==> src/rtl/camera_window_capture.sv <==
// Camera pixel-clock write path: pairs camera bytes into 16-bit pixels, crops
// a window with optional power-of-two decimation, and streams the kept pixels
// linearly into a frame RAM under a single-shot / continuous capture handshake.
//
// Ports:
//   clk, reset          pixel clock, asynchronous active-high reset
//   href, vref          line valid, frame sync (high = vertical blank)
//   digital[7:0]        camera data byte
//   capture             one-cycle start request (ignored while busy)
//   continuous          re-arm automatically after every frame
//   pixel[15:0]         assembled pixel, valid with wren
//   wraddr[ADDR_W-1:0]  RAM write address, valid with wren
//   wren                one-cycle write strobe
//   busy                high while armed or capturing
//   frame_done          one-cycle pulse at the end of a captured frame
//   x[10:0], y[10:0]    current source column / line
module camera_window_capture #(
    parameter int unsigned HSTART    = 0,
    parameter int unsigned VSTART    = 0,
    parameter int unsigned WIDTH     = 120,
    parameter int unsigned HEIGHT    = 120,
    parameter int unsigned XDEC_LOG2 = 0,
    parameter int unsigned YDEC_LOG2 = 0,
    parameter int unsigned ADDR_W    = 15,
    parameter int unsigned BYTE_SWAP = 0
) (
    input  logic              clk,
    input  logic              reset,
    input  logic              href,
    input  logic              vref,
    input  logic [7:0]        digital,
    input  logic              capture,
    input  logic              continuous,
    output logic [15:0]       pixel,
    output logic [ADDR_W-1:0] wraddr,
    output logic              wren,
    output logic              busy,
    output logic              frame_done,
    output logic [10:0]       x,
    output logic [10:0]       y
);

    localparam int unsigned CNT_W     = ADDR_W + 1;
    localparam int unsigned COORD_MAX = 2047;
    localparam int unsigned XDEC_MASK = (32'd1 << XDEC_LOG2) - 32'd1;
    localparam int unsigned YDEC_MASK = (32'd1 << YDEC_LOG2) - 32'd1;

    typedef enum logic [1:0] {
        ST_IDLE    = 2'd0,
        ST_ARM     = 2'd1,
        ST_CAPTURE = 2'd2
    } state_t;

    state_t           state;
    state_t           state_nxt;

    logic             href_d;
    logic             vref_d;
    logic             phase;
    logic [7:0]       byte_hold;
    logic             first_seen;
    // Write counter carries one extra bit so a full RAM stops writes instead of wrapping.
    logic [CNT_W-1:0] wr_cnt;

    logic             href_rise_c;
    logic             vref_rise_c;
    logic             take_c;
    logic             pix_done_c;
    logic [15:0]      pix_c;
    logic [31:0]      dx_c;
    logic [31:0]      dy_c;
    logic             in_win_c;
    logic             start_c;
    logic             done_c;
    logic             wr_c;

    // Input edge detection and byte qualification.
    always_comb begin
        href_rise_c = href & ~href_d;
        vref_rise_c = vref & ~vref_d;
        take_c      = href & ~vref;
        pix_done_c  = take_c & phase & ~href_rise_c;
        pix_c       = (BYTE_SWAP != 0) ? {digital, byte_hold} : {byte_hold, digital};
    end

    // Window and decimation test; x < HSTART wraps dx_c to a huge value and fails the width test.
    always_comb begin
        dx_c     = 32'(x) - HSTART;
        dy_c     = 32'(y) - VSTART;
        in_win_c = (dx_c < WIDTH) && (dy_c < HEIGHT) &&
                   ((dx_c & XDEC_MASK) == 32'd0) && ((dy_c & YDEC_MASK) == 32'd0);
    end

    // Edge detector history.
    always_ff @(posedge clk or posedge reset) begin
        if (reset) begin
            href_d <= 1'b0;
            vref_d <= 1'b0;
        end else begin
            href_d <= href;
            vref_d <= vref;
        end
    end

    // Byte pairing; the phase restarts on every line so a dangling odd byte is dropped.
    always_ff @(posedge clk or posedge reset) begin
        if (reset) begin
            phase     <= 1'b0;
            byte_hold <= 8'd0;
        end else if (take_c) begin
            if (href_rise_c || !phase) begin
                byte_hold <= digital;
                phase     <= 1'b1;
            end else begin
                phase     <= 1'b0;
            end
        end else begin
            phase <= 1'b0;
        end
    end

    // Source coordinates: blanking clears, first line after blanking is y=0.
    always_ff @(posedge clk or posedge reset) begin
        if (reset) begin
            x          <= 11'd0;
            y          <= 11'd0;
            first_seen <= 1'b0;
        end else if (vref) begin
            x          <= 11'd0;
            y          <= 11'd0;
            first_seen <= 1'b0;
        end else if (href_rise_c) begin
            x <= 11'd0;
            if (!first_seen) begin
                y          <= 11'd0;
                first_seen <= 1'b1;
            end else if (y != 11'(COORD_MAX)) begin
                y <= y + 11'd1;
            end
        end else if (pix_done_c && (x != 11'(COORD_MAX))) begin
            x <= x + 11'd1;
        end
    end

    // FSM state register.
    always_ff @(posedge clk or posedge reset) begin
        if (reset) state <= ST_IDLE;
        else       state <= state_nxt;
    end

    // FSM next state; continuous mode goes straight back to capturing on the closing edge.
    always_comb begin
        state_nxt = state;
        case (state)
            ST_IDLE:    if (capture) state_nxt = ST_ARM;
            ST_ARM:     if (vref_rise_c) state_nxt = ST_CAPTURE;
            ST_CAPTURE: if (vref_rise_c) state_nxt = continuous ? ST_CAPTURE : ST_IDLE;
            default:    state_nxt = ST_IDLE;
        endcase
    end

    // FSM control decode.
    always_comb begin
        start_c = 1'b0;
        done_c  = 1'b0;
        wr_c    = 1'b0;
        case (state)
            ST_ARM: start_c = vref_rise_c;
            ST_CAPTURE: begin
                done_c  = vref_rise_c;
                start_c = vref_rise_c & continuous;
                wr_c    = pix_done_c & in_win_c & ~wr_cnt[ADDR_W];
            end
            default: ;
        endcase
    end

    // Registered outputs and write address counter.
    always_ff @(posedge clk or posedge reset) begin
        if (reset) begin
            pixel      <= 16'd0;
            wraddr     <= '0;
            wren       <= 1'b0;
            busy       <= 1'b0;
            frame_done <= 1'b0;
            wr_cnt     <= '0;
        end else begin
            wren       <= wr_c;
            frame_done <= done_c;
            busy       <= (state_nxt != ST_IDLE);
            if (start_c) begin
                wr_cnt <= '0;
                wraddr <= '0;
            end else if (wr_c) begin
                pixel  <= pix_c;
                wraddr <= wr_cnt[ADDR_W-1:0];
                wr_cnt <= wr_cnt + CNT_W'(1);
            end
        end
    end

endmodule
==> config.mk <==
export PLATFORM = sky130hd
export DESIGN_NAME = camera_window_capture
export DESIGN_NICKNAME = d
export VERILOG_FILES = /design/src/rtl/camera_window_capture.sv
export SDC_FILE = /design/constraint.sdc
export NUM_CORES = 1
export LEC_CHECK = 0
export CAP_MARGIN = 5
export CELL_PAD_IN_SITES_DETAIL_PLACEMENT = 1
export CELL_PAD_IN_SITES_GLOBAL_PLACEMENT = 1
export CORE_ASPECT_RATIO = 0.9
export CORE_MARGIN = 5
export CORE_UTILIZATION = 43
export CTS_CLUSTER_SIZE = 10
export DETAILED_ROUTE_END_ITERATION = 6
export GPL_TIMING_DRIVEN = 0
export PLACE_DENSITY = 0.9
export SLEW_MARGIN = 30
export SYNTH_ARGS = -nofsm -noshare
export SYNTH_HDL_FRONTEND = slang
export SYNTH_SLANG_ARGS = --single-unit
==> constraint.sdc <==
create_clock -name clk -period 10 [get_ports clk]
set_input_delay 3 -clock clk [delete_from_list [all_inputs] [get_ports clk]]
set_output_delay 3 -clock clk [all_outputs]
set_load 0.01 [all_outputs]
==> results_dict.tcl <==
set metrics [dict create \
    status "complete, no violations" \
    synth_area_leaders "dfrtp_1 54%, nand2_1 11%, nor2_1 3.6%" \
    vias_per_cell 5.29 \
    drive_gt1_frac 0.0771 \
    yosys.area.top_type "dfrtp_1" \
    synthArstFlopShare 1.00 \
    synth_cell_types 58 \
    start_util 0.439 \
    cts_max_level 3 \
    first_global_vias 3626 \
    gp_congestion 0.826 \
    cts_root_buffer "clkbuf_8" \
    die_w_um 112 \
    synth_common_cells "121 x nand2_1, 86 x dfrtp_1, 38 x nor2_1" \
    fin_total_pwr_w 0.000793 \
    grt_usage 0.198 \
    wl_per_cell_um 17.1 \
    cts_tree "yes" \
    place_hpwl_um 7740 \
    clk_pin_slew_ns 0.10 \
    power_density_nw_per_um2 156 \
    cts-resized-gates 0 \
    drt_iter0_drc 120 \
    grt_setup_unrepaired "no" \
    crit_fanout 10 \
    drt-total-wl_um 10700 \
    fmax_mhz 212 \
    synthFlopType "dfrtp_1" \
    post-place-ws_ns 4.92 \
    relSlewSlack 0.531 \
    arrival_ns 5.01 \
    seqCellArea_um2 2150 \
    setup-tns-final_ns 0 \
    crit_type "primary input to flop" \
    num_io_pins 70 \
    drc_errors 0 \
    die-area_um2 11300 \
    yosysSeqAreaShare 0.539 \
    rows 33 \
    grt_pass1_wl_um 17900 \
    final-hold-violation-count 0 \
    synth_edf_count 0 \
    ys_ff_latch 86 \
    dieHeight_um 101 \
    cts_buffers 9 \
    start_kind "primary input" \
    layout_min_cycle_time_ns 4.72 \
    io_buffers 69 \
    yosysWarnings 0 \
    diodes 0 \
    clock-sinks 86 \
    antenna_left 0 \
    synthMostInstantiatedCell "nand2_1" \
    drt_first_pass_iters 4 \
    layout.cells.non_filler 628 \
    maxSlewViolCount 0 \
    setup_viol 0 \
    nets 522 \
    vdd.ir_drop.worst_mv 0.0916 \
    critPathCaptureType "flop" \
    clock_latency_ns 0.37 \
    critPathRequiredTime_ns 10.29 \
    hold_buffers 0 \
    fin_skew_ns 0.0163 \
    synthCells 420 \
    grt_max_degree 49 \
    vias 3321 \
    fillers 1056 \
    finalCritPeriodShare 0.472 \
    tightest_slew_ns 0.696 \
    min_path_type "flop to flop" \
    avgSynthCellArea_um2 9.50 \
    postCtsSetupBuffers 0 \
    cap_violations 0 \
    setup_slack_ns 5.28 \
    multiInputGateArea_um2 1700 \
    synthesis.area_um2 3990 \
    synthDominantCellAreaShare 0.539 \
    clockBufferDepth 2 \
    area_growth_pct 27.4 \
    overflow 0 \
    dp.cells 612 \
    p_leak_nw 2.28 \
    synth_nets 441 \
    core_um2 9080 \
    grt_antenna_before_repair 0 \
]
[layout make-up]
type                    instances  area share
inverters                      13      0.0106
clock buffers                   9      0.0244
plain buffers                  14      0.0175
repair buffers                 70       0.141
well taps                     122      0.0300
clock inverters                 7      0.0187
flip-flops and latches         86       0.423
multi-input cells             307       0.335
[per-layer routing]
layer  part of all wire  GRT usage
met1               0.43      0.240
met3              0.039     0.0460
met4              0.012     0.0505
met2               0.52      0.358
met5                  0          0
[where the power goes]
group / total, W / switching [W] / internal [W]
combinational: 0.000129 / 0.0000700 / 0.0000585
sequential: 0.000391 / 0.0000177 / 0.000373
clock: 0.000273 / 0.000132 / 0.000142
total: 0.000793 / 0.000219 / 0.000573
[layout by cell type (no fill, tap or decap), types with 4 or more instances in the layout]
| cell type | n |
|---|---|
| o21ai_0 | 14 |
| clkbuf_8 | 10 |
| dfrtp_1 | 86 |
| nand2_1 | 121 |
| clkdlybuf4s50_1 | 69 |
| xor2_1 | 4 |
| nor2_1 | 38 |
| a31oi_1 | 4 |
| xnor2_1 | 15 |
| clkbuf_1 | 6 |
| nand4_1 | 7 |
| nor4_1 | 4 |
| nor3_1 | 11 |
| nand3_1 | 16 |
| o21ai_1 | 4 |
| ha_1 | 7 |
| inv_1 | 11 |
| a21oi_1 | 10 |
[flip-flops by register name, indices dropped and copies added, names as in the netlist]
name and cells:
busy 1, byte_hold 8, first_seen 1, frame_done 1, href_d 1, phase 1
pixel 16, state 2, vref_d 1, wr_cnt 16, wraddr 15, wren 1
x 11, y 11
[cells by family (layout without fill, tap and decap cells)]
kind of cell,count (synthesis),after routing,synth area share
and+or+nand+nor,231,231,0.279
xor gates and xnor gates,19,19,0.0417
buffers and inverters,27,113,0.0345
AOI/OAI and AO/OA,47,47,0.0759
adders and majority gates,7,7,0.0219
DFF,86,86,0.539
muxes,3,3,0.00784
[through the flow]
stage,area [µm²],hold WS [ns],utilization
3_3_place_gp,4830,0.449,0.532
4_1_cts,5090,0.482,0.560
6_report,5090,0.478,0.560
5_1_grt,5090,0.517,0.560
2_1_floorplan,3990,0.446,-
3_5_place_dp,4870,0.460,0.536
[final timing paths]
path	endpoint	depth (start not counted)	from	slack, ns
worst max-delay path	wr_cnt[14]	8	vref	5.28
worst min-delay path	pixel[2]	2	pixel[2]	0.48
worst max register to register	wraddr[0]	7	state[0]	7.81
worst min register to register	pixel[2]	2	pixel[2]	0.48
max in group asynchronous	wr_cnt[3]	3	reset	6.42
min in group asynchronous	pixel[0]	2	reset	3.00
[worst max-delay path, cell delays in order]
cell,delay [ns]
clkdlybuf4s50_1,0.47
buf_6,0.17
and4b_1,0.25
buf_6,0.13
nand4_4,0.18
nor3_4,0.25
or4b_1,0.47
nand2_1,0.10
Note: power is estimated with default switching activity, not from simulation.
